<file path="src/rtl/xy_input_conditioner.sv">
// xy_input_conditioner
//   Cleans up two raw, asynchronous, bouncy switch inputs (x, y) and turns them
//   into a registered 2-bit input bus m = {x, y} for the downstream Mealy
//   controller. Each channel has a 2-flop synchronizer and then a
//   stability-count debouncer. One-cycle rise/fall/change strobes let the
//   controller step once for each accepted input change.
//
// Ports
//   clock     in   system clock, rising edge
//   reset     in   synchronous, active-high reset
//   x_raw     in   raw switch x (asynchronous, may bounce)
//   y_raw     in   raw switch y (asynchronous, may bounce)
//   m         out  [1:0] debounced level {x, y}
//   m_rise    out  [1:0] one-cycle pulse per bit on a debounced 0->1 flip
//   m_fall    out  [1:0] one-cycle pulse per bit on a debounced 1->0 flip
//   m_change  out  one-cycle pulse, OR of all m_rise/m_fall bits
//   stable    out  both debounce counters idle (no change pending)
module xy_input_conditioner #(
  parameter int DEBOUNCE_CNT = 4,
  parameter int CNT_W        = 4
) (
  input  logic       clock,
  input  logic       reset,
  input  logic       x_raw,
  input  logic       y_raw,
  output logic [1:0] m,
  output logic [1:0] m_rise,
  output logic [1:0] m_fall,
  output logic       m_change,
  output logic       stable
);

  localparam logic [CNT_W-1:0] CNT_LAST = CNT_W'(DEBOUNCE_CNT - 1);

  logic [1:0]            s1_q;
  logic [1:0]            s2_q;
  logic [1:0]            m_q;
  logic [1:0]            m_d;
  logic [1:0]            rise_q;
  logic [1:0]            fall_q;
  logic                  change_q;
  logic [1:0][CNT_W-1:0] cnt_q;
  logic [1:0][CNT_W-1:0] cnt_d;

  // Debounce: the counter runs only while the synchronized level disagrees
  // with the accepted level. Any agreement (a bounce back) clears it, so a
  // flip needs DEBOUNCE_CNT consecutive mismatching samples. The counter is
  // cleared on the flip itself, so it never wraps.
  always_comb begin
    m_d   = m_q;
    cnt_d = '0;
    for (int i = 0; i < 2; i++) begin
      if (s2_q[i] == m_q[i]) begin
        cnt_d[i] = '0;
      end else if (cnt_q[i] == CNT_LAST) begin
        m_d[i]   = s2_q[i];
        cnt_d[i] = '0;
      end else begin
        cnt_d[i] = cnt_q[i] + CNT_W'(1);
      end
    end
  end

  always_ff @(posedge clock) begin
    if (reset) begin
      s1_q     <= '0;
      s2_q     <= '0;
      cnt_q    <= '0;
      m_q      <= '0;
      rise_q   <= '0;
      fall_q   <= '0;
      change_q <= 1'b0;
    end else begin
      s1_q     <= {x_raw, y_raw};
      s2_q     <= s1_q;
      cnt_q    <= cnt_d;
      m_q      <= m_d;
      // Strobes are registered from the same next-state as m, so they are
      // high in exactly the cycle in which the new level first appears.
      rise_q   <= m_d & ~m_q;
      fall_q   <= ~m_d & m_q;
      change_q <= |(m_d ^ m_q);
    end
  end

  assign m        = m_q;
  assign m_rise   = rise_q;
  assign m_fall   = fall_q;
  assign m_change = change_q;
  assign stable   = (cnt_q[1] == '0) && (cnt_q[0] == '0);

endmodule

</file>
<file path="config.mk">
export PLATFORM = sky130hd
export DESIGN_NAME = xy_input_conditioner
export DESIGN_NICKNAME = d
export VERILOG_FILES = /design/src/rtl/xy_input_conditioner.sv
export SDC_FILE = /design/constraint.sdc
export NUM_CORES = 1
export LEC_CHECK = 0
export CAP_MARGIN = 5
export CORE_MARGIN = 3
export CORE_UTILIZATION = 40
export DETAILED_ROUTE_END_ITERATION = 8
export PLACE_DENSITY = 0.63
export SLEW_MARGIN = 15
export SYNTH_ARGS = -nofsm -noshare
export SYNTH_HDL_FRONTEND = slang
export SYNTH_SLANG_ARGS = --single-unit
export TNS_END_PERCENT = 1
</file>
<file path="constraint.sdc">
create_clock -name clock -period 2.1 [get_ports clock]
set_input_delay 0.525 -clock clock [delete_from_list [all_inputs] [get_ports clock]]
set_output_delay 0.525 -clock clock [all_outputs]
set_load 0.01 [all_outputs]
</file>
# --- Word level (Yosys, flattened, before mapping) ---
# Cells that the tools add are included.
totals:
  ff_bits: 19
  in_bits: 4
  output_inout_bits: 8
classes:
  addsub: 2
  n_eq_ne: 4
  muxes: 4
  bitwise: 5
  n_reduce_logical: 6
op_table:
  columns: ["op", "n"]
  rows:
  - ["$add 4x1->4 const B", 2]
  - ["$eq 4x2->1 const B", 2]
  - ["$logic_not 4->1", 2]
  - ["$reduce_or 3->1", 2]
  - ["$and 2x2->2", 2]
  - ["$mux 1", 4]
  - ["$not 2->2", 2]
  - ["$eq 1x1->1", 2]
  - ["$reduce_or 2->1", 1]
  - ["$xor 2x2->2", 1]
  - ["$logic_and 1x1->1", 1]

# --- Longest topological paths before layout ---
# Gate-level depths: netlist of run 1.
depth:
  word_depth: 5
  mapped_depth: 5
  ltp_nobuf: 5

# --- Least setup slack after synthesis of run 1 ---
# Ideal clock, no wire load.
synth_path:
  path_type: "register -> register"
  from: "reg cnt_q[0] (netlist bit)"
  to: "reg change_q, in the netlist m_change"
  setup_ns: 0.070
  t_arrival_ns: 1.442
  required_time_ns: 2.030
  setup_slack_ns: 0.587
  path_stages_with_launch: 6
  n_path_buf: 0
  path_cell_list: "dfxtp_1 ha_1 nor3b_2 mux2_4 ha_1 a21oi_1"
synth_between:
  elab_chain_len: 5
synth_lines:
  columns: ["element", "line_no", "rtl"]
  rows:
  - ["start, declared", "42", "logic [1:0][CNT_W-1:0] cnt_q;"]
  - ["start signal, assigned", "76", "cnt_q <= cnt_d;"]
  - ["$eq 4x2->1", "55", "end else if (cnt_q[i] == CNT_LAST) begin"]
  - ["$mux 1", "55", null]
  - ["$mux 1", "53", "if (s2_q[i] == m_q[i]) begin"]
  - ["$xor 2x2->2", "82", "change_q <= |(m_d ^ m_q);"]
  - ["$reduce_or 2->1", "82", null]
  - ["end signal, assigned", "82", null]
  - ["end, declared", "41", "logic change_q;"]
# No other way between the ends.
# A chain may end at the register's enable or synchronous reset.

# --- Worst setup path after layout of run 1 ---
layout_path:
  from: "reg cnt_q[0] (netlist bit)"
  to: "out stable"
layout_between:
  elab_chain_len: 2
layout_lines:
  columns: ["element", "line_no", "rtl"]
  rows:
  - ["$logic_not 4->1", "90", "assign stable = (cnt_q[1] == '0) && (cnt_q[0] == '0);"]
  - ["$logic_and 1x1->1", "90", null]
  - ["end, declared", "30", "output logic stable"]
# No other way between the ends.

==> results.ini, run 1 <==
[run_status]
status=finished, final reports clean

[synth]
synth_area_um2=747
synth_most_common_cell=dfxtp_1
synth_edf_count=0
yosys.area.top_type=dfxtp_1
synth_top_flop_cell=dfxtp_1
yosysWarningCount=0
yosysUniqueCellTypes=17
ys_async_sr_fraction_pct=0
yosysSeqAreaShare_pct=50.9
synth_top_area_share_pct=50.9
syn-num-nets=79
synth-seq-cells=19
synth_area_leaders=dfxtp_1 51%, ha_1 10%, nor2b_1 5.0%
synthCells=69
syn_area_per_cell_um2=10.8
yosys-top-cells-count=19 x dfxtp_1, 8 x inv_1, 8 x nor2_1

[timing]
report.final.slew_viol_count=0
finClkSkew_ns=0.00173
hold_viol_final=0
period_minus_slack_ns=1.87
setup_slack_ns=0.230
max_freq_mhz=535
setup_tns_ns=0
post-route-period-util_pct=89.1
worst_pin_slew_ns=0.263
rsz0062_at_grt=false
finalSetupViolCount=0
maxSlewHeadroom_pct=82.3

[clocking]
h-tree-depth=1
cts_buffers=3
cts_tree=yes
cts_setup_buffers=0
cts_buffer_depth=2
insertion_delay_ns=0.28
root_buffer=clkbuf_4
cts_sinks=19
clk_pin_slew_worst_paths_ns=0.10

[floorplan]
die_w_um=49.2
rows=14
start_util_pct=45.9
fp.coreArea_um2=1630
die-height_um=49.2
dieArea_um2=2420
ios=12

[place]
io_buffer_count=11
dp_hpwl_um=818
place_congestion=0.729
placed_area_um2=891
post-place-ws_ns=0.294

[route]
drtPass1Iterations=3
wl_per_cell_um=9.68
remaining_drc_errors=0
initialDrtViolationCount=2
vias=468
drtAntennaViolNets=0
totalWireLength_um=1050
routed_via_density=4.33

[hold_path]
hold_class=flip-flop to flip-flop

[critical_path]
worstSetupEndpointType=output pin
max_stage_delay_ns=0.39
crit_path_start_kind=flip-flop
crit_chain=inv_1 -> ha_1 -> and3_1 -> dlygate4sd2_1
crit_arrival_ns=1.35
critPathSlowestCell=dfxtp_1
crit_fanout=4
crit_type=flip-flop to output pin
crit_required_ns=1.57

[global_route]
grt_pass1_wl_um=1870
grt_usage_pct=9.96
antenna_found_initial=0
grt_pass1_vias=440
grt_max_degree=11
grt_remaining_overflow=0

[power_and_ir_drop]
leakagePower_nw=0.353
power_density_nw_per_um2=611
peakVddDrop_v=0.000409

[finish]
drive_above_1_share_pct=14.3
utilization_pct=56.4
final_area_um2=918
syn_to_final_growth_pct=22.9
fin_nets=95
nFillCells=165
multi_input_area_um2=333
seqCellArea_um2=383
diodes=0

[job]
maxCapViolations=0

## layout make-up
cell class	count	area share, %
clock buffer	4	2.86
tap	24	3.27
sequential	19	41.7
inverter	8	3.27
timing repair buffer	12	12.7
multi-input combinational	41	36.2
## placed cells by master (no fill, tap or decap)
cell	count
a21oi_1	1
nor4b_1	2
dlygate4sd2_1	1
xor2_1	2
mux2_4	2
inv_1	8
nor2_1	8
and3_1	1
buf_4	1
clkbuf_4	3
clkdlybuf4s50_1	10
nor4_1	1
or3_4	2
dfxtp_2	2
and2b_1	2
xnor2_1	4
nand3_1	2
clkbuf_1	1
dfxtp_1	17
nor2b_1	6
ha_1	6
nor3b_2	2
## worst paths after layout
check	cells after the start	from	slack, ns	end
worst max-delay path	4	cnt_q[0]$_SDFF_PP0_	0.23	stable
worst min-delay path	1	s1_q[1]$_SDFF_PP0_	0.45	s2_q[1]$_SDFF_PP0_
worst max register to register	5	cnt_q[0]$_SDFF_PP0_	0.44	m_change$_SDFF_PP0_
worst min register to register	1	s1_q[1]$_SDFF_PP0_	0.45	s2_q[1]$_SDFF_PP0_
## layer usage
layer / vias up / GRT usage (%) / wire length [um]
met5: - / 0 / 0
met4: 0 / 4.27 / 8
met3: 2 / 2.75 / 40
met2: 7 / 15.6 / 471
met1: 208 / 12.6 / 525
li1: 251 / - / -
## critical path: cells and delay by family, from the launching register on
| kind | cells | cell delay [ns] |
|---|---|---|
| flip-flops | 1 | 0.39 |
| buffers and inverters | 2 | 0.33 |
| adder cells (fa/ha/maj) | 1 | 0.19 |
| AND/OR/NAND/NOR | 1 | 0.15 |
## power breakdown
part	internal (mW)	total, mW	switching (mW)
registers	0.365	0.368	0.00293
clock network	0.0736	0.172	0.0987
logic	0.0131	0.0214	0.00836
## cells by family after synthesis
logic type	count (synthesis)	share of synthesized area [%]
flip-flops	19	50.9
adder cells (fa/ha/maj)	6	10.0
AO/OA/AOI/OAI	1	0.669
AND/OR/NAND/NOR	26	22.8
multiplexers	2	4.02
XOR/XNOR	6	7.04
buffers and inverters	9	4.52
## state kept, by name, summed over array words and instances (netlist names)
signal,flops
cnt_q,8
s1_q,2
m_change,1
m,2
m_rise,2
m_fall,2
s2_q,2
## metrics by stage
stage,cells,hold WS (ns),power [mW]
after floorplan,69,0.414,0.387
after global placement,104,0.420,0.398
after detailed placement,104,0.430,0.399
after CTS,108,0.456,0.576
after global routing,108,0.468,0.594
final,108,0.448,0.562
## timing repair
action | in CTS | in global routing
endpoints found under the setup margin | 1 | 0
gates resized for setup | 3 | 0
hold buffers | 0 | 0
(Power assumes the default switching activity.)
==> run 2, diff against run 1 <==
- CORE_UTILIZATION: 40 -> 49
- PLACE_DENSITY: 0.63 -> 0.74
- clock period: 2.1 -> 1.9 ns (I/O delays scaled with it)
==> run 2 against run 1 <==
Effect of this change: cell area fell by 0.82%; clock power is 9.9% higher; cell count is 8.3% lower; die area fell by 16%; sequential power up 10%; non-clock buffer count is the same; largest power group unchanged; setup slack lost 0.14 ns; critical endpoint unchanged; sequential share of layout area rose by 0.069 points; largest cell class unchanged.
==> results.ini, run 2 (synthesized netlist as in run 1, its figures left out) <==
[route]
wl_per_cell_um=9.86
drtPass1Iterations=2
remaining_drc_errors=0
totalWireLength_um=976
initialDrtViolationCount=2
routed_via_density=4.71
drtAntennaViolNets=0
vias=466

[finish]
largest_register_ffs=8
fin_nets=95
drive_above_1_share_pct=13.1
final_common_cell=dfxtp_1
final_cell_mix=19 x dfxtp_1, 10 x clkdlybuf4s50_1, 8 x inv_1, 8 x nor2_1
utilization_pct=66.7
syn_to_final_growth_pct=21.9
diodes=0
largest-register=cnt_q

[timing]
finalSetupViolCount=0
setup_tns_ns=0
max_freq_mhz=552
hold_viol_final=0
maxSlewHeadroom_pct=82.1
rsz0062_at_grt=false
period_minus_slack_ns=1.81
worst_pin_slew_ns=0.265
post-route-period-util_pct=95.4
finClkSkew_ns=0.00533
report.final.slew_viol_count=0

[power_and_ir_drop]
leakagePower_nw=0.353
peakVddDrop_v=0.000410
power_mw=0.619
power_density_nw_per_um2=679

[global_route]
antenna_found_initial=0
grt_usage_pct=12.5
grt_pass1_vias=437
grt_max_degree=11
grt_pass1_wl_um=1790
grt_remaining_overflow=0

[critical_path]
crit_path_start_kind=flip-flop
crit_arrival_ns=1.34
crit_required_ns=1.42
worstSetupEndpointType=output pin
ff2ff_path_depth=5
crit_fanout=4
crit_type=flip-flop to output pin

[job]
maxCapViolations=0

[place]
place_congestion=0.752
dp_hpwl_um=772
io_buffer_count=11

[clocking]
cts_tree=yes
cts_sinks=19
insertion_delay_ns=0.28
h-tree-depth=1
clk_pin_slew_worst_paths_ns=0.09
cts_buffers=3
cts_setup_buffers=0
cts_buffer_depth=2
root_buffer=clkbuf_4

[floorplan]
dieArea_um2=2030
die-height_um=45.0
ios=12
rows=13
start_util_pct=54.7
die_w_um=45.0
fp.coreArea_um2=1370

[hold_path]
hold_class=flip-flop to flip-flop
worstHoldPathCells=1

[run_status]
status=finished, final reports clean

-- run 2: cell types whose count changed in the layout (fill, tap and decap cells not counted) --
cell	before	now
dfxtp_2	2	0
nor4_1	1	0
nor4_2	0	1
dfxtp_1	17	19
-- run 2: worst paths after layout --
check | to | startpoint | slack [ns]
worst max-delay path | stable | cnt_q[0]$_SDFF_PP0_ | 0.09
worst min register to register | s2_q[0]$_SDFF_PP0_ | s1_q[0]$_SDFF_PP0_ | 0.45
worst min-delay path | s2_q[0]$_SDFF_PP0_ | s1_q[0]$_SDFF_PP0_ | 0.45
worst max register to register | m_change$_SDFF_PP0_ | cnt_q[4]$_SDFF_PP0_ | 0.25
-- run 2: critical path: stages (launching register included) --
cell	delay, ns
dfxtp_1	0.39
inv_1	0.06
ha_1	0.19
and3_1	0.15
dlygate4sd2_1	0.27
-- run 2: repair_timing --
action | CTS | global route
cloned | 0 | 0
setup endpoints to repair | 1 | 1
hold buffers | 0 | 0
gates resized for setup | 1 | 1
-- run 2: power breakdown --
part / switching (mW) / internal [mW]
combinational: 0.00874 / 0.0144
clock: 0.108 / 0.0814
sequential: 0.00321 / 0.403
-- run 2: routing by layer --
| layer | wire length (um) | vias up | GRT usage, % |
|---|---|---|---|
| met4 | 12 | 0 | 8.77 |
| met3 | 54 | 2 | 3.59 |
| met1 | 465 | 208 | 15.3 |
| met2 | 443 | 8 | 18.6 |
| li1 | - | 248 | - |
| met5 | 0 | - | 0 |
-- run 2: cell type report --
| type | count | area, um^2 |
|---|---|---|
| Inverter | 8 | 30.0 |
| Sequential cell | 19 | 380 |
| Timing Repair Buffer | 12 | 116 |
| Fill cell | 123 | 455 |
| Clock buffer | 4 | 26.3 |
| Multi-Input combinational cell | 41 | 339 |
| Tap cell | 15 | 18.8 |
-- run 2: per-stage QoR --
stage / area, um^2 / std cells / setup WS [ns] / hold WS, ns
6_report: 911 / 99 / 0.0883 / 0.451
5_1_grt: 911 / 99 / 0.00685 / 0.469
4_1_cts: 905 / 99 / 0.0564 / 0.454
3_5_place_dp: 880 / 95 / 0.145 / 0.431
2_1_floorplan: 747 / 69 / 0.387 / 0.414
3_3_place_gp: 880 / 95 / 0.157 / 0.419
==> run 3, diff against run 2 <==
- ABC_CLOCK_PERIOD_IN_PS: default -> 1900
- SLEW_MARGIN: 15 -> 20
- TNS_END_PERCENT: 1 -> 100
==> results of run 3 <==
Same layout as run 2: the final DEF is identical, and so are final timing and power.
